--- config.mk ---
export PLATFORM = sky130hd
export DESIGN_NAME = fpga_bram_seq_flat
export DESIGN_NICKNAME = d
export VERILOG_FILES = /design/src/rtl/fpga_bram_seq_if.sv /design/src/rtl/fpga_bram_seq.sv /design/src/flat_wrapper.sv
export SDC_FILE = /design/constraint.sdc
export NUM_CORES = 1
export LEC_CHECK = 0
export BUFFER_PORTS_ARGS = -buffer_cell sky130_fd_sc_hd__buf_2
export CORE_MARGIN = 2
export CORE_UTILIZATION = 25
export DETAILED_ROUTE_END_ITERATION = 16
export PLACE_DENSITY = 0.51
export REMOVE_ABC_BUFFERS = 1
export SLEW_MARGIN = 20
export SYNTH_ARGS = -nofsm -noshare
export SYNTH_HDL_FRONTEND = slang
export SYNTH_SLANG_ARGS = --single-unit
--- constraint.sdc ---
create_clock -name fpga_clk -period 2.3 [get_ports fpga_clk]
set_input_delay 0.46 -clock fpga_clk [delete_from_list [all_inputs] [get_ports fpga_clk]]
set_output_delay 0.46 -clock fpga_clk [all_outputs]
set_load 0.02 [all_outputs]
--- src/rtl/fpga_bram_seq_if.sv ---
// Link bundle behind the mem modport: command FIFO pop side, response FIFO push side
// and BRAM port A. master = sequencer side, slave = FIFO/BRAM side.
interface fpga_bram_seq_if #(
   parameter int ADDR_WIDTH = 10
);
   logic                  empty_CPU_to_FPGA_FIFO;
   logic [35:0]           data_out_CPU_to_FPGA_FIFO;
   logic                  r_en_CPU_to_FPGA_FIFO;
   logic                  full_FPGA_to_CPU_FIFO;
   logic                  w_en_FPGA_to_CPU_FIFO;
   logic [35:0]           data_in_FPGA_to_CPU_FIFO;
   logic [ADDR_WIDTH-1:0] bram_addra;
   logic [31:0]           bram_dina;
   logic                  bram_wea;
   logic                  bram_ena;
   logic [31:0]           bram_douta;

   modport master (
      input  empty_CPU_to_FPGA_FIFO,
      input  data_out_CPU_to_FPGA_FIFO,
      output r_en_CPU_to_FPGA_FIFO,
      input  full_FPGA_to_CPU_FIFO,
      output w_en_FPGA_to_CPU_FIFO,
      output data_in_FPGA_to_CPU_FIFO,
      output bram_addra,
      output bram_dina,
      output bram_wea,
      output bram_ena,
      input  bram_douta
   );

   modport slave (
      output empty_CPU_to_FPGA_FIFO,
      output data_out_CPU_to_FPGA_FIFO,
      input  r_en_CPU_to_FPGA_FIFO,
      output full_FPGA_to_CPU_FIFO,
      input  w_en_FPGA_to_CPU_FIFO,
      input  data_in_FPGA_to_CPU_FIFO,
      input  bram_addra,
      input  bram_dina,
      input  bram_wea,
      input  bram_ena,
      output bram_douta
   );
endinterface

--- src/rtl/fpga_bram_seq.sv ---
// Memory-side command sequencer: decodes read/write bursts from the command FIFO, drives a
// 1-cycle-latency BRAM and returns responses. `FPGA_BRAM_SEQ_ERR_FLUSH_EN adds a FLUSH state.
module fpga_bram_seq #(
   parameter int ADDR_WIDTH = 10,
   parameter int BURST_LEN  = 4
) (
   input  logic            fpga_clk,
   input  logic            rst,
   fpga_bram_seq_if.master bus,
   output logic            busy,
   output logic            error
);
   localparam logic [2:0] IDLE     = 3'd0;
   localparam logic [2:0] RD_ISSUE = 3'd1;
   localparam logic [2:0] RD_WAIT  = 3'd2;
   localparam logic [2:0] RD_PUSH  = 3'd3;
   localparam logic [2:0] WR_DATA  = 3'd4;
   localparam logic [2:0] WR_ACK   = 3'd5;
   localparam logic [2:0] ERR_RESP = 3'd6;
`ifdef FPGA_BRAM_SEQ_ERR_FLUSH_EN
   localparam logic [2:0] FLUSH    = 3'd7;
`endif

   localparam logic [3:0] TAG_RD_ADDR = 4'h1;
   localparam logic [3:0] TAG_WR_ADDR = 4'h2;
   localparam logic [3:0] TAG_WR_DATA = 4'h3;
   localparam logic [3:0] TAG_RD_DATA = 4'h4;
   localparam logic [3:0] TAG_WR_ACK  = 4'h5;
   localparam logic [3:0] TAG_ERROR   = 4'hF;
   localparam logic [3:0] LAST_BEAT   = 4'(BURST_LEN - 1);

   logic [2:0]            state, state_nxt;
   logic [ADDR_WIDTH-1:0] addr, addr_nxt;
   logic [ADDR_WIDTH-1:0] base, base_nxt;
   logic [3:0]            beat, beat_nxt;
   logic [31:0]           rdata, rdata_nxt;
   logic [31:0]           err_payload, err_payload_nxt;
   logic                  error_nxt;

   logic [3:0]            head_tag;
   logic [31:0]           head_payload;
   logic                  head_legal;
   logic                  head_is_addr;

   assign head_tag     = bus.data_out_CPU_to_FPGA_FIFO[35:32];
   assign head_payload = bus.data_out_CPU_to_FPGA_FIFO[31:0];
   assign head_legal   = (head_payload >> ADDR_WIDTH) == 32'd0;
   assign head_is_addr = (head_tag == TAG_RD_ADDR) || (head_tag == TAG_WR_ADDR);

   always_comb begin
      // NOTE: every signal written here gets a default first, so no path can infer a latch.
      state_nxt       = state;
      addr_nxt        = addr;
      base_nxt        = base;
      beat_nxt        = beat;
      rdata_nxt       = rdata;
      err_payload_nxt = err_payload;
      error_nxt       = error;

      bus.r_en_CPU_to_FPGA_FIFO    = 1'b0;
      bus.w_en_FPGA_to_CPU_FIFO    = 1'b0;
      bus.data_in_FPGA_to_CPU_FIFO = '0;
      bus.bram_addra               = '0;
      bus.bram_dina                = '0;
      bus.bram_wea                 = 1'b0;
      bus.bram_ena                 = 1'b0;

      case (state)
         IDLE: begin
            if (!bus.empty_CPU_to_FPGA_FIFO) begin
               bus.r_en_CPU_to_FPGA_FIFO = 1'b1;
               if (head_is_addr && head_legal) begin
                  base_nxt  = head_payload[ADDR_WIDTH-1:0];
                  addr_nxt  = head_payload[ADDR_WIDTH-1:0];
                  beat_nxt  = '0;
                  state_nxt = (head_tag == TAG_RD_ADDR) ? RD_ISSUE : WR_DATA;
               end else begin
                  err_payload_nxt = head_payload;
                  state_nxt       = ERR_RESP;
               end
            end
         end

         WR_DATA: begin
            if (!bus.empty_CPU_to_FPGA_FIFO) begin
               if (head_tag == TAG_WR_DATA) begin
                  bus.r_en_CPU_to_FPGA_FIFO = 1'b1;
                  bus.bram_ena              = 1'b1;
                  bus.bram_wea              = 1'b1;
                  bus.bram_addra            = addr;
                  bus.bram_dina             = head_payload;
                  addr_nxt                  = addr + ADDR_WIDTH'(1);
                  beat_nxt                  = beat + 4'd1;
                  if (beat == LAST_BEAT) state_nxt = WR_ACK;
               end else begin
                  // The offending word stays in the FIFO and is decoded as the next command.
                  err_payload_nxt = head_payload;
                  state_nxt       = ERR_RESP;
               end
            end
         end

         WR_ACK: begin
            if (!bus.full_FPGA_to_CPU_FIFO) begin
               bus.w_en_FPGA_to_CPU_FIFO    = 1'b1;
               bus.data_in_FPGA_to_CPU_FIFO = {TAG_WR_ACK, 32'(base)};
               state_nxt                    = IDLE;
            end
         end

         RD_ISSUE: begin
            bus.bram_ena   = 1'b1;
            bus.bram_addra = addr;
            state_nxt      = RD_WAIT;
         end

         RD_WAIT: begin
            rdata_nxt = bus.bram_douta;
            state_nxt = RD_PUSH;
         end

         RD_PUSH: begin
            if (!bus.full_FPGA_to_CPU_FIFO) begin
               bus.w_en_FPGA_to_CPU_FIFO    = 1'b1;
               bus.data_in_FPGA_to_CPU_FIFO = {TAG_RD_DATA, rdata};
               addr_nxt                     = addr + ADDR_WIDTH'(1);
               beat_nxt                     = beat + 4'd1;
               state_nxt                    = (beat == LAST_BEAT) ? IDLE : RD_ISSUE;
            end
         end

         ERR_RESP: begin
            if (!bus.full_FPGA_to_CPU_FIFO) begin
               bus.w_en_FPGA_to_CPU_FIFO    = 1'b1;
               bus.data_in_FPGA_to_CPU_FIFO = {TAG_ERROR, err_payload};
               error_nxt                    = 1'b1;
`ifdef FPGA_BRAM_SEQ_ERR_FLUSH_EN
               state_nxt                    = FLUSH;
`else
               state_nxt                    = IDLE;
`endif
            end
         end

`ifdef FPGA_BRAM_SEQ_ERR_FLUSH_EN
         FLUSH: begin
            if (!bus.empty_CPU_to_FPGA_FIFO) begin
               if (head_is_addr) state_nxt = IDLE;
               else              bus.r_en_CPU_to_FPGA_FIFO = 1'b1;
            end
         end
`endif

         default: state_nxt = IDLE;
      endcase

      // No FIFO or BRAM side effects while reset is held.
      if (!rst) begin
         bus.r_en_CPU_to_FPGA_FIFO    = 1'b0;
         bus.w_en_FPGA_to_CPU_FIFO    = 1'b0;
         bus.data_in_FPGA_to_CPU_FIFO = '0;
         bus.bram_addra               = '0;
         bus.bram_dina                = '0;
         bus.bram_wea                 = 1'b0;
         bus.bram_ena                 = 1'b0;
      end
   end

   // NOTE: non-blocking assignments so every register samples pre-edge values of the others.
   always_ff @(posedge fpga_clk) begin
      if (!rst) begin
         state       <= IDLE;
         addr        <= '0;
         base        <= '0;
         beat        <= '0;
         rdata       <= '0;
         err_payload <= '0;
         error       <= 1'b0;
      end else begin
         state       <= state_nxt;
         addr        <= addr_nxt;
         base        <= base_nxt;
         beat        <= beat_nxt;
         rdata       <= rdata_nxt;
         err_payload <= err_payload_nxt;
         error       <= error_nxt;
      end
   end

   assign busy = (state != IDLE);
endmodule

--- src/flat_wrapper.sv ---
// flat-port wrapper written by rule: the top's interface ports become plain ports
module fpga_bram_seq_flat 
#(
   parameter int ADDR_WIDTH = 10,
   parameter int BURST_LEN  = 4
)
  (fpga_clk, rst, busy, error, bus_empty_CPU_to_FPGA_FIFO, bus_data_out_CPU_to_FPGA_FIFO, bus_r_en_CPU_to_FPGA_FIFO, bus_full_FPGA_to_CPU_FIFO, bus_w_en_FPGA_to_CPU_FIFO, bus_data_in_FPGA_to_CPU_FIFO, bus_bram_addra, bus_bram_dina, bus_bram_wea, bus_bram_ena, bus_bram_douta);
  fpga_bram_seq_if #(.ADDR_WIDTH(ADDR_WIDTH)) bus_i ();
  input  logic fpga_clk;
  input  logic rst;
  output logic busy;
  output logic error;
  input wire logic [$bits(bus_i.empty_CPU_to_FPGA_FIFO)-1:0] bus_empty_CPU_to_FPGA_FIFO;
  input wire logic [$bits(bus_i.data_out_CPU_to_FPGA_FIFO)-1:0] bus_data_out_CPU_to_FPGA_FIFO;
  output wire logic [$bits(bus_i.r_en_CPU_to_FPGA_FIFO)-1:0] bus_r_en_CPU_to_FPGA_FIFO;
  input wire logic [$bits(bus_i.full_FPGA_to_CPU_FIFO)-1:0] bus_full_FPGA_to_CPU_FIFO;
  output wire logic [$bits(bus_i.w_en_FPGA_to_CPU_FIFO)-1:0] bus_w_en_FPGA_to_CPU_FIFO;
  output wire logic [$bits(bus_i.data_in_FPGA_to_CPU_FIFO)-1:0] bus_data_in_FPGA_to_CPU_FIFO;
  output wire logic [$bits(bus_i.bram_addra)-1:0] bus_bram_addra;
  output wire logic [$bits(bus_i.bram_dina)-1:0] bus_bram_dina;
  output wire logic [$bits(bus_i.bram_wea)-1:0] bus_bram_wea;
  output wire logic [$bits(bus_i.bram_ena)-1:0] bus_bram_ena;
  input wire logic [$bits(bus_i.bram_douta)-1:0] bus_bram_douta;
  assign bus_i.empty_CPU_to_FPGA_FIFO = bus_empty_CPU_to_FPGA_FIFO;
  assign bus_i.data_out_CPU_to_FPGA_FIFO = bus_data_out_CPU_to_FPGA_FIFO;
  assign bus_r_en_CPU_to_FPGA_FIFO = bus_i.r_en_CPU_to_FPGA_FIFO;
  assign bus_i.full_FPGA_to_CPU_FIFO = bus_full_FPGA_to_CPU_FIFO;
  assign bus_w_en_FPGA_to_CPU_FIFO = bus_i.w_en_FPGA_to_CPU_FIFO;
  assign bus_data_in_FPGA_to_CPU_FIFO = bus_i.data_in_FPGA_to_CPU_FIFO;
  assign bus_bram_addra = bus_i.bram_addra;
  assign bus_bram_dina = bus_i.bram_dina;
  assign bus_bram_wea = bus_i.bram_wea;
  assign bus_bram_ena = bus_i.bram_ena;
  assign bus_i.bram_douta = bus_bram_douta;
  fpga_bram_seq #(.ADDR_WIDTH(ADDR_WIDTH), .BURST_LEN(BURST_LEN)) u_core (.fpga_clk(fpga_clk), .rst(rst), .bus(bus_i), .busy(busy), .error(error));
endmodule
==> results of run 1 <==
## stage by stage
stage               area, um2  utilization (%)  setup TNS [ns]  worst slack (ns)
floorplan                4520                -         -150.65             -2.02
global placement         6080             32.5           -2.30            -0.196
detailed placement       6080             32.5           -1.88            -0.164
CTS                      6990             37.3           -5.17            -0.124
global route             7230             38.6           -9.18            -0.191
finish                   7230             38.6           -3.06            -0.114
## worst register-to-register path, cell delays in order, from the launching register on
cell and delay, ns:
dfxtp_4 0.36, buf_6 0.12, buf_4 0.13, buf_4 0.15, nor3_2 0.21, inv_1 0.15
nor4_4 0.33, buf_4 0.23, mux2i_1 0.21, nor2_1 0.05
## cell type report
cell class | count | area [um2] | area share [%]
clock inverter | 5 | 58.8 | 0.814
clock buffer | 11 | 253 | 3.50
inverter | 6 | 22.5 | 0.312
tap | 234 | 293 | 4.05
timing repair buffer | 231 | 1860 | 25.7
multi-input combinational | 474 | 2890 | 40.0
sequential | 92 | 1850 | 25.6
## final timing paths
| path | endpoint | slack [ns] | depth (start not counted) |
|---|---|---|---|
| worst min register to register | u_core.rdata[12]$_SDFFE_PN0P_ | 0.45 | 2 |
| worst min-delay path | u_core.rdata[8]$_SDFFE_PN0P_ | 0.34 | 3 |
| worst max-delay path | bus_bram_dina[9] | -0.11 | 7 |
| worst max register to register | u_core.base[6]$_SDFFE_PN0P_ | 0.22 | 9 |
## power breakdown
part	internal (uW)	total [uW]	switching [uW]	leakage (uW)
clock	905	1570	664	0.000148
sequential	1920	2160	237	0.000751
combinational	1140	2750	1620	0.00195
## layout by cell type, fill, tap and decap left out, types with 3 or more instances in the layout
master	netlist	routed
a21oi_4	0	3
nand4_1	8	8
nor2_4	0	5
o211ai_1	3	3
nor4_4	1	3
and3_1	4	4
buf_2	12	105
nand3_1	41	41
nand3b_1	4	4
buf_12	0	9
a31oi_1	5	4
a21oi_2	0	6
a22oi_1	32	25
inv_1	6	4
a311oi_1	3	3
a22oi_2	0	7
nand2_1	97	94
or3_1	4	4
nor2_1	40	34
buf_16	0	6
buf_6	1	30
and2_4	1	5
nor3_2	0	3
mux2i_1	13	13
and2b_1	5	5
nor2b_1	5	5
a21oi_1	82	73
clkbuf_16	0	11
and2_1	35	31
o21ai_1	3	3
buf_4	2	78
nor4_1	7	6
nor3_1	7	4
dfxtp_1	92	89
o21ai_0	37	37
## what timing repair did
action / CTS / global route
resized for setup: 92 / 49
pin swaps: 8 / 11
setup endpoints to repair: 80 / 90
setup buffers: 13 / 4
gates cloned: 7 / 4
## logic make-up after synthesis
group / share of synthesized area [%]
AOI/OAI and AO/OA: 23.1
xor gates and xnor gates: 0.550
adders and majority gates: 0.524
buffers and inverters: 5.74
DFF: 38.6
muxes: 2.72
and+or+nand+nor: 28.8
## routing by layer
| metal | GRT usage (%) | up-vias | part of all wire [%] |
|---|---|---|---|
| li1 | - | 2610 | - |
| met1 | 26.1 | 2539 | 49 |
| met2 | 29.4 | 127 | 46 |
| met3 | 3.03 | 8 | 4.3 |
| met4 | 3.74 | 0 | 0.70 |
| met5 | 0 | - | 0 |
## registers in the layout, summed over array words and instances (netlist names)
name / flops
u_core.state: 3
u_core.error: 1
u_core.beat: 4
u_core.rdata: 32
u_core.base: 10
u_core.addr: 10
u_core.err_payload: 32
==> flow_results.xml, run 1 <==
<?xml version="1.0" encoding="UTF-8"?>
<metrics>
  <group name="status">
    <metric name="run_status" unit="">finished with violations</metric>
    <metric name="violated_checks" unit="">negative setup slack</metric>
  </group>
  <group name="synthesis">
    <metric name="yosys-top-cells-count" unit="">nand2_1, dfxtp_1, a21oi_1, clkbuf_1, nand3_1</metric>
    <metric name="dominantRegCellSynth" unit="">dfxtp_1</metric>
    <metric name="synth_area_leader_cell" unit="">dfxtp_1</metric>
    <metric name="yosys-top-cells-area" unit="">dfxtp_1, a21oi_1, nand2_1</metric>
    <metric name="synth_area" unit="um2">4780</metric>
    <metric name="yosysTopAreaCellShare" unit="%">38.6</metric>
    <metric name="post_synthesis_mean_instance_area" unit="um2">7.57</metric>
    <metric name="seq_cells_post_synth" unit="">92</metric>
    <metric name="synth_cell_type_count" unit="">57</metric>
    <metric name="synthCells" unit="">631</metric>
    <metric name="yosys.cell_count.top_type" unit="">nand2_1</metric>
    <metric name="ys.warnings.count" unit="">0</metric>
    <metric name="synth-edff-count" unit="">0</metric>
    <metric name="synth-seq-area-share" unit="%">38.6</metric>
    <metric name="synth-async-reset-ratio" unit="%">0</metric>
  </group>
  <group name="timing">
    <metric name="post-route-min-period" unit="ns">2.41</metric>
    <metric name="timing_hold_violations_final" unit="">0</metric>
    <metric name="finalWorstSetupSlack" unit="ns">-0.114</metric>
    <metric name="finalMaxSlewViolations" unit="">0</metric>
    <metric name="fin_worst_skew" unit="ns">0.00809</metric>
    <metric name="period_share" unit="%">105</metric>
    <metric name="worst_pin_slew" unit="ns">0.985</metric>
    <metric name="worst_hold_slack" unit="ns">0.343</metric>
    <metric name="timing.max_slew.rel_slack" unit="%">34.3</metric>
    <metric name="setup-violations-final" unit="">67</metric>
    <metric name="rsz0062_at_grt" unit="">true</metric>
    <metric name="clock.fmax" unit="GHz">0.414</metric>
  </group>
  <group name="route">
    <metric name="route.final.wire_length" unit="um">19100</metric>
    <metric name="drt_iter0_drc" unit="">347</metric>
    <metric name="drt.antenna.violating_nets" unit="">0</metric>
    <metric name="drtPass1Iterations" unit="">4</metric>
    <metric name="drc" unit="">0</metric>
    <metric name="via_per_inst" unit="">5.02</metric>
    <metric name="detailroute.via_count" unit="">5284</metric>
    <metric name="wl_per_cell" unit="um">18.1</metric>
  </group>
  <group name="clock_network">
    <metric name="tritoncts_clock_tree" unit="">yes</metric>
    <metric name="cts-buffers-inserted" unit="">9</metric>
    <metric name="cts.hold.buffers_added" unit="">0</metric>
    <metric name="clock_sink_count" unit="">92</metric>
    <metric name="clockBufferDepth" unit="">2</metric>
    <metric name="cts-htree-levels" unit="">3</metric>
    <metric name="worstSkewPairLatency" unit="ns">0.35</metric>
    <metric name="clockRootBuffer" unit="">clkbuf_16</metric>
    <metric name="worst_setup_hold_path_clk_slew" unit="ns">0.07</metric>
  </group>
  <group name="die">
    <metric name="start_util" unit="%">25.5</metric>
    <metric name="chipWidth" unit="um">142</metric>
    <metric name="floorplan.io_pins" unit="">156</metric>
    <metric name="fp.dieArea" unit="um2">20200</metric>
    <metric name="rows" unit="">50</metric>
    <metric name="core" unit="um2">18700</metric>
    <metric name="floorplan.die.height" unit="um">142</metric>
  </group>
  <group name="placement">
    <metric name="place_congestion" unit="">0.757</metric>
    <metric name="post-place-cells" unit="">1010</metric>
    <metric name="dp_hpwl" unit="um">11300</metric>
    <metric name="portBuffers" unit="">155</metric>
  </group>
  <group name="setup_path">
    <metric name="setup.worst_path.start_class" unit="">flop</metric>
    <metric name="crit_type" unit="">flop to output port</metric>
    <metric name="crit_buf_inv" unit="">4</metric>
    <metric name="regToRegStartpoint" unit="">u_core.state[0]$_SDFFE_PN0P_</metric>
    <metric name="max_fo_critical_path" unit="">6</metric>
    <metric name="required" unit="ns">1.84</metric>
    <metric name="startpoint" unit="">u_core.state[0]$_SDFFE_PN0P_</metric>
    <metric name="path_cells" unit="">or3b_4 -&gt; nor4_4 -&gt; buf_6 -&gt; buf_4 -&gt; buf_8 -&gt; and2_1 -&gt; buf_4</metric>
    <metric name="worst_ep_arrival_time" unit="ns">1.95</metric>
    <metric name="worst_path_dominant_cell_family" unit="">simple AND/OR/NAND/NOR gates</metric>
    <metric name="cp_slowest_cell" unit="">or3b_4</metric>
    <metric name="largest_stage_delay_on_the_critical_path" unit="ns">0.41</metric>
    <metric name="critical-path-top-cell-by-count" unit="">buf_4</metric>
    <metric name="worst_setup_path_end_kind" unit="">output port</metric>
  </group>
  <group name="grt">
    <metric name="gr-total-overflow" unit="">0</metric>
    <metric name="first_global_vias" unit="">4981</metric>
    <metric name="grt_max_degree" unit="">85</metric>
    <metric name="grt_pass1_wl" unit="um">28900</metric>
    <metric name="grt.total_usage" unit="%">18.4</metric>
    <metric name="antenna_found_initial" unit="">0</metric>
  </group>
  <group name="finish">
    <metric name="design.final.nets" unit="">888</metric>
    <metric name="antenna_diode_instance_count" unit="">0</metric>
    <metric name="syn_to_final_growth" unit="%">51.3</metric>
    <metric name="layout-drive-gt1-share" unit="%">36.5</metric>
    <metric name="post_layout_instance_count_excluding_filler_cells" unit="">1053</metric>
    <metric name="nFillCells" unit="">1972</metric>
  </group>
  <group name="power_and_ir_drop">
    <metric name="pwr_density_cell" unit="nW/um2">897</metric>
    <metric name="post-layout-total-power" unit="uW">6480</metric>
    <metric name="leakage" unit="uW">0.00285</metric>
    <metric name="ir_worst_vdd" unit="mV">0.412</metric>
  </group>
  <group name="flow_run">
    <metric name="cap_violations" unit="">0</metric>
  </group>
  <group name="worst_hold_path">
    <metric name="worst_hold_path_startpoint" unit="">bus_bram_douta[8]</metric>
    <metric name="min_path_type" unit="">input port to flop</metric>
  </group>
</metrics>
Power figures use the tool's default switching activity.
==> inputs of run 2 (changes only) <==
Settings changed: PLACE_DENSITY 0.51 to 0.53.
Clock period 2.3 ns to 2.1 ns, I/O delays scaled along.
==> run 2 against run 1 <==
The run still ends with negative setup slack left. Hold slack lost 0.045 ns. Sequential share of layout area shrank 0.17 points. Non-clock buffer count grew 12. Largest power group unchanged. Highest routed layer unchanged.
==> flow_results.xml, run 2 (synthesized netlist as in run 1, its figures left out) <==
<?xml version="1.0" encoding="UTF-8"?>
<metrics>
  <group name="timing">
    <metric name="clock.fmax" unit="GHz">0.417</metric>
    <metric name="final.setup.tns" unit="ns">-16.42</metric>
    <metric name="finalMaxSlewViolations" unit="">0</metric>
    <metric name="post-route-min-period" unit="ns">2.40</metric>
    <metric name="finalWorstSetupSlack" unit="ns">-0.300</metric>
    <metric name="worst_pin_slew" unit="ns">0.966</metric>
    <metric name="fin_worst_skew" unit="ns">0.00954</metric>
    <metric name="period_share" unit="%">114</metric>
    <metric name="rsz0062_at_grt" unit="">true</metric>
    <metric name="timing.max_slew.rel_slack" unit="%">35.6</metric>
    <metric name="setup-violations-final" unit="">80</metric>
    <metric name="timing_hold_violations_final" unit="">0</metric>
  </group>
  <group name="route">
    <metric name="drtPass1Iterations" unit="">5</metric>
    <metric name="route.final.wire_length" unit="um">18200</metric>
    <metric name="wl_per_cell" unit="um">17.1</metric>
    <metric name="detailroute.via_count" unit="">5292</metric>
    <metric name="via_per_inst" unit="">4.97</metric>
    <metric name="drt_iter0_drc" unit="">287</metric>
    <metric name="drt.antenna.violating_nets" unit="">0</metric>
    <metric name="drc" unit="">0</metric>
  </group>
  <group name="clock_network">
    <metric name="worstSkewPairLatency" unit="ns">0.35</metric>
    <metric name="clockRootBuffer" unit="">clkbuf_16</metric>
    <metric name="clockBufferDepth" unit="">2</metric>
    <metric name="worst_setup_hold_path_clk_slew" unit="ns">0.07</metric>
    <metric name="clock_sink_count" unit="">92</metric>
    <metric name="tritoncts_clock_tree" unit="">yes</metric>
    <metric name="cts-buffers-inserted" unit="">9</metric>
    <metric name="cts-htree-levels" unit="">3</metric>
  </group>
  <group name="setup_path">
    <metric name="worst_ep_arrival_time" unit="ns">1.98</metric>
    <metric name="worst_setup_path_end_kind" unit="">output port</metric>
    <metric name="setup.worst_path.start_class" unit="">flop</metric>
    <metric name="max_fo_critical_path" unit="">10</metric>
    <metric name="timing.reg2reg.setup_slack" unit="ns">0.16</metric>
    <metric name="reg2reg_depth" unit="">6</metric>
    <metric name="required" unit="ns">1.68</metric>
    <metric name="crit_type" unit="">flop to output port</metric>
  </group>
  <group name="finish">
    <metric name="syn_to_final_growth" unit="%">52.7</metric>
    <metric name="leading_cell_type_in_the_layout_fill_and_taps_excluded" unit="">buf_4</metric>
    <metric name="antenna_diode_instance_count" unit="">0</metric>
    <metric name="design.final.nets" unit="">900</metric>
    <metric name="layout-drive-gt1-share" unit="%">39.1</metric>
    <metric name="mostFrequentLayoutCells" unit="">buf_4, nand2_1, dfxtp_1</metric>
    <metric name="nFillCells" unit="">1927</metric>
    <metric name="top_regs" unit="">u_core.err_payload: 32 flops, u_core.rdata: 32 flops</metric>
  </group>
  <group name="power_and_ir_drop">
    <metric name="p_int" unit="uW">4430</metric>
    <metric name="p_seq_share" unit="%">33.3</metric>
    <metric name="switchingPower" unit="uW">2740</metric>
    <metric name="ir_worst_vdd" unit="mV">0.407</metric>
    <metric name="pwr_density_cell" unit="nW/um2">983</metric>
    <metric name="leakage" unit="uW">0.00286</metric>
    <metric name="power_frac_comb" unit="%">42.4</metric>
    <metric name="power_frac_clock" unit="%">24.2</metric>
    <metric name="post-layout-total-power" unit="uW">7170</metric>
    <metric name="p_sw_share" unit="%">38.2</metric>
  </group>
  <group name="placement">
    <metric name="dp_hpwl" unit="um">11900</metric>
    <metric name="portBuffers" unit="">155</metric>
    <metric name="place_congestion" unit="">0.813</metric>
  </group>
  <group name="worst_hold_path">
    <metric name="min_path_type" unit="">input port to flop</metric>
    <metric name="whs_path_depth" unit="">3</metric>
  </group>
  <group name="die">
    <metric name="fp.dieArea" unit="um2">20200</metric>
    <metric name="chipWidth" unit="um">142</metric>
    <metric name="rows" unit="">50</metric>
    <metric name="floorplan.die.height" unit="um">142</metric>
    <metric name="floorplan.io_pins" unit="">156</metric>
    <metric name="core" unit="um2">18700</metric>
    <metric name="start_util" unit="%">25.5</metric>
  </group>
  <group name="grt">
    <metric name="gr-total-overflow" unit="">0</metric>
    <metric name="antenna_found_initial" unit="">0</metric>
    <metric name="grt_max_degree" unit="">85</metric>
    <metric name="first_global_vias" unit="">4869</metric>
    <metric name="grt_pass1_wl" unit="um">27500</metric>
    <metric name="grt.total_usage" unit="%">17.4</metric>
  </group>
  <group name="status">
    <metric name="violated_checks" unit="">negative setup slack</metric>
    <metric name="run_status" unit="">finished with violations</metric>
  </group>
  <group name="flow_run">
    <metric name="cap_violations" unit="">0</metric>
  </group>
</metrics>
[run 2: through the flow]
stage               utilization [%]  worst slack (ns)  hold slack [ns]  cell area [um2]  cells
detailed placement             33.6            -0.468            0.446             6280   1033
global placement               33.6            -0.457            0.442             6280   1033
CTS                            37.5            -0.271            0.289             7010   1059
floorplan                         -             -2.18            0.436             4520    572
finish                         39.0            -0.300            0.298             7290   1065
global route                   39.0            -0.355            0.297             7290   1065
[run 2: worst paths after layout]
path / start / to
max: u_core.state[0]$_SDFFE_PN0P_ / bus_bram_addra[5]
min: bus_bram_douta[13] / u_core.rdata[13]$_SDFFE_PN0P_
max reg2reg: u_core.state[0]$_SDFFE_PN0P_ / u_core.addr[5]$_SDFFE_PN0P_
min reg2reg: u_core.rdata[16]$_SDFFE_PN0P_ / u_core.rdata[16]$_SDFFE_PN0P_
[run 2: final cells by class]
cell class / count / area (um2) / share of cell area (%)
Inverter: 6 / 22.5 / 0.309
Clock inverter: 4 / 55.1 / 0.755
Timing Repair Buffer: 243 / 1910 / 26.2
Multi-Input combinational cell: 474 / 2910 / 39.8
Sequential cell: 92 / 1850 / 25.4
Clock buffer: 12 / 256 / 3.52
Tap cell: 234 / 293 / 4.01
[run 2: critical path: stages (launching register included)]
cell and delay [ns]:
dfxtp_4 0.37, or3b_4 0.42, nor4_4 0.22, a31oi_2 0.11
buf_6 0.16, and2b_1 0.22, buf_6 0.13
[run 2: per-layer routing]
| layer | routed length, um | global-route usage, % |
|---|---|---|
| met2 | 8440 | 27.2 |
| met5 | 0 | 0 |
| met1 | 8800 | 24.8 |
| met3 | 733 | 2.49 |
| met4 | 263 | 5.42 |
[run 2: what timing repair did]
action / 4_1_cts / 5_1_grt
pin swaps: 16 / 18
endpoints found under the setup margin: 115 / 84
hold buffers: 0 / 0
cloned: 2 / 2
gates resized for setup: 107 / 56
setup buffers: 8 / 4
[run 2: power groups by stage]
stage               Clock, uW  Sequential [uW]  Combinational [uW]
detailed placement          0             2380                2690
CTS                      1770             2370                2910
global placement            0             2380                2670
finish                   1740             2390                3040
floorplan                   0             2350                1380
global route             1840             2430                3330
==> inputs of run 3 (changes only) <==
Clock period 2.1 ns to 2.2 ns, I/O delays scaled along.
==> run 3 against run 2 <==
The flow still finishes with violations (negative setup slack). Sequential share of layout area down 2.0 points. Combinational power increased by 6%. Worst setup slack better by 0.030 ns. Critical path depth is 5 higher. Wire length grew 9.8%. Register-to-register slack worse by 0.10 ns. Die area stayed put. Final cell count up 1.3%. Cell area increased by 8.6%. Clock skew fell by 0.0053 ns. Via count up 3.3%. Utilization grew 3.4 points.
==> flow_results.xml, run 3 (synthesized netlist as in run 1, its figures left out) <==
<?xml version="1.0" encoding="UTF-8"?>
<metrics>
  <group name="grt">
    <metric name="grt_max_degree" unit="">85</metric>
    <metric name="gr-total-overflow" unit="">0</metric>
    <metric name="antenna_found_initial" unit="">1</metric>
    <metric name="first_global_vias" unit="">4962</metric>
    <metric name="grt.total_usage" unit="%">17.9</metric>
    <metric name="grt_pass1_wl" unit="um">28000</metric>
  </group>
  <group name="timing">
    <metric name="fin_worst_skew" unit="ns">0.00428</metric>
    <metric name="clock.fmax" unit="GHz">0.405</metric>
    <metric name="worst_pin_slew" unit="ns">1.01</metric>
    <metric name="final.setup.tns" unit="ns">-15.71</metric>
    <metric name="post-route-min-period" unit="ns">2.47</metric>
    <metric name="timing.max_slew.rel_slack" unit="%">32.8</metric>
    <metric name="worst_hold_slack" unit="ns">0.320</metric>
    <metric name="setup-violations-final" unit="">80</metric>
    <metric name="finalWorstSetupSlack" unit="ns">-0.269</metric>
    <metric name="timing_hold_violations_final" unit="">0</metric>
    <metric name="rsz0062_at_grt" unit="">true</metric>
    <metric name="period_share" unit="%">112</metric>
    <metric name="finalMaxSlewViolations" unit="">0</metric>
  </group>
  <group name="setup_path">
    <metric name="worst_path_dominant_cell_family" unit="">buffers and inverters</metric>
    <metric name="largest_stage_delay_on_the_critical_path" unit="ns">0.35</metric>
    <metric name="crit_buf_inv" unit="">8</metric>
    <metric name="cp_slowest_cell" unit="">dfxtp_4</metric>
    <metric name="max_fo_critical_path" unit="">6</metric>
    <metric name="path_cells" unit="">buf_6 -&gt; buf_12 -&gt; inv_4 -&gt; nor4_4 -&gt; buf_4 -&gt; buf_12 -&gt; buf_6 -&gt; buf_6 -&gt; nand2_2 -&gt; a21oi_2 -&gt; buf_6</metric>
    <metric name="worst_setup_path_end_kind" unit="">output port</metric>
    <metric name="worst_ep_arrival_time" unit="ns">2.03</metric>
    <metric name="setup.worst_path.start_class" unit="">flop</metric>
    <metric name="critical-path-top-cell-by-count" unit="">buf_6</metric>
    <metric name="required" unit="ns">1.76</metric>
    <metric name="timing.reg2reg.setup_slack" unit="ns">0.06</metric>
    <metric name="crit_type" unit="">flop to output port</metric>
  </group>
  <group name="finish">
    <metric name="syn_to_final_growth" unit="%">65.9</metric>
    <metric name="post_layout_instance_count_excluding_filler_cells" unit="">1079</metric>
    <metric name="layout-drive-gt1-share" unit="%">45.7</metric>
    <metric name="layout.cell_area.non_filler" unit="um2">7920</metric>
    <metric name="top_regs" unit="">u_core.err_payload: 32 flops, u_core.rdata: 32 flops</metric>
    <metric name="mostFrequentLayoutCells" unit="">buf_4, dfxtp_1, nand2_1</metric>
    <metric name="nFillCells" unit="">1867</metric>
    <metric name="design.final.nets" unit="">913</metric>
  </group>
  <group name="status">
    <metric name="violated_checks" unit="">negative setup slack</metric>
    <metric name="run_status" unit="">finished with violations</metric>
  </group>
  <group name="route">
    <metric name="wl_met3" unit="um">832</metric>
    <metric name="wl_per_cell" unit="um">18.6</metric>
    <metric name="detailroute.wirelength.met2" unit="um">9470</metric>
    <metric name="drc" unit="">0</metric>
    <metric name="drt.antenna.violating_nets" unit="">0</metric>
    <metric name="drt_iter0_drc" unit="">330</metric>
    <metric name="via_per_inst" unit="">5.07</metric>
    <metric name="drtPass1Iterations" unit="">5</metric>
    <metric name="detailroute.via_count" unit="">5469</metric>
    <metric name="highest-signal-layer" unit="">met4</metric>
    <metric name="route.layer.met1.wl" unit="um">9490</metric>
    <metric name="route.final.wire_length" unit="um">20000</metric>
  </group>
  <group name="placement">
    <metric name="place_congestion" unit="">0.774</metric>
    <metric name="post-place-cells" unit="">1022</metric>
    <metric name="placed_area" unit="um2">6170</metric>
    <metric name="place_worst_setup_slack" unit="ns">-0.241</metric>
    <metric name="dp_hpwl" unit="um">11700</metric>
    <metric name="portBuffers" unit="">155</metric>
  </group>
  <group name="die">
    <metric name="floorplan.die.height" unit="um">142</metric>
    <metric name="fp.dieArea" unit="um2">20200</metric>
    <metric name="start_util" unit="%">25.5</metric>
    <metric name="chipWidth" unit="um">142</metric>
    <metric name="floorplan.io_pins" unit="">156</metric>
    <metric name="core" unit="um2">18700</metric>
    <metric name="rows" unit="">50</metric>
  </group>
  <group name="power_and_ir_drop">
    <metric name="leakage" unit="uW">0.00308</metric>
    <metric name="power_frac_comb" unit="%">45.1</metric>
    <metric name="power_frac_clock" unit="%">23.1</metric>
    <metric name="pwr_density_cell" unit="nW/um2">902</metric>
    <metric name="ir_worst_vdd" unit="mV">0.505</metric>
    <metric name="switchingPower" unit="uW">2790</metric>
    <metric name="p_seq_share" unit="%">31.8</metric>
    <metric name="p_int" unit="uW">4360</metric>
    <metric name="p_sw_share" unit="%">39.0</metric>
  </group>
  <group name="worst_hold_path">
    <metric name="min_path_type" unit="">input port to flop</metric>
  </group>
  <group name="clock_network">
    <metric name="worstSkewPairLatency" unit="ns">0.35</metric>
    <metric name="worst_setup_hold_path_clk_slew" unit="ns">0.07</metric>
    <metric name="clockBufferDepth" unit="">2</metric>
    <metric name="clockRootBuffer" unit="">clkbuf_16</metric>
    <metric name="tritoncts_clock_tree" unit="">yes</metric>
    <metric name="clock_sink_count" unit="">92</metric>
    <metric name="cts.hold.buffers_added" unit="">0</metric>
    <metric name="cts-htree-levels" unit="">3</metric>
    <metric name="cts-buffers-inserted" unit="">9</metric>
  </group>
  <group name="flow_run">
    <metric name="cap_violations" unit="">0</metric>
  </group>
</metrics>
## run 3: metal layers
layer	GRT usage, %	vias up
met4	5.16	0
met2	28.5	151
met3	2.89	13
met5	0	-
met1	24.9	2651
li1	-	2654
## run 3: metrics by stage
stage | total power, uW | util [%]
after floorplan | 3560 | -
after global placement | 4760 | 33.0
after detailed placement | 4780 | 33.0
after CTS | 6780 | 38.0
after global routing | 7550 | 42.3
final | 7140 | 42.3
## run 3: area by class of cell
class	count	area (um2)	area share (%)
flip-flops and latches	92	1850	23.4
well taps	234	293	3.70
multi-input cells	474	3140	39.6
clock buffers	13	260	3.29
diodes	1	2.50	0.0316
repair buffers	256	2310	29.1
inverters	6	27.5	0.347
clock inverters	3	45.0	0.569
## run 3: worst paths after layout
kind | startpoint | endpoint | depth (start not counted)
worst max-delay path | u_core.state[1]$_SDFFE_PN0P_ | bus_data_in_FPGA_to_CPU_FIFO[7] | 11
worst min-delay path | bus_bram_douta[2] | u_core.rdata[2]$_SDFFE_PN0P_ | 3
worst max register to register | u_core.state[1]$_SDFFE_PN0P_ | u_core.state[0]$_SDFFE_PN0P_ | 9
worst min register to register | u_core.rdata[20]$_SDFFE_PN0P_ | u_core.rdata[20]$_SDFFE_PN0P_ | 2
## run 3: timing repair
| item | in CTS | in global routing |
|---|---|---|
| hold endpoints to repair | 0 | 0 |
| buffers inserted | 21 | 10 |
| gates cloned | 3 | 9 |
| resized for setup | 131 | 165 |
| setup endpoints to repair | 80 | 103 |
| pin swaps | 41 | 67 |
## run 3: worst register-to-register path: cells and delay by family (launching register included)
kind            cells  cell delay (ns)
buf+inv             4             0.52
compound gates      4             0.96
xor+xnor            1             0.14
flops               1             0.35
## run 3: power by group through the flow
stage	Sequential (uW)	Combinational (uW)	Clock, uW
after floorplan	2250	1310	0
after global placement	2260	2500	0
after detailed placement	2270	2510	0
after CTS	2240	2850	1690
after global routing	2300	3490	1750
final	2270	3220	1650
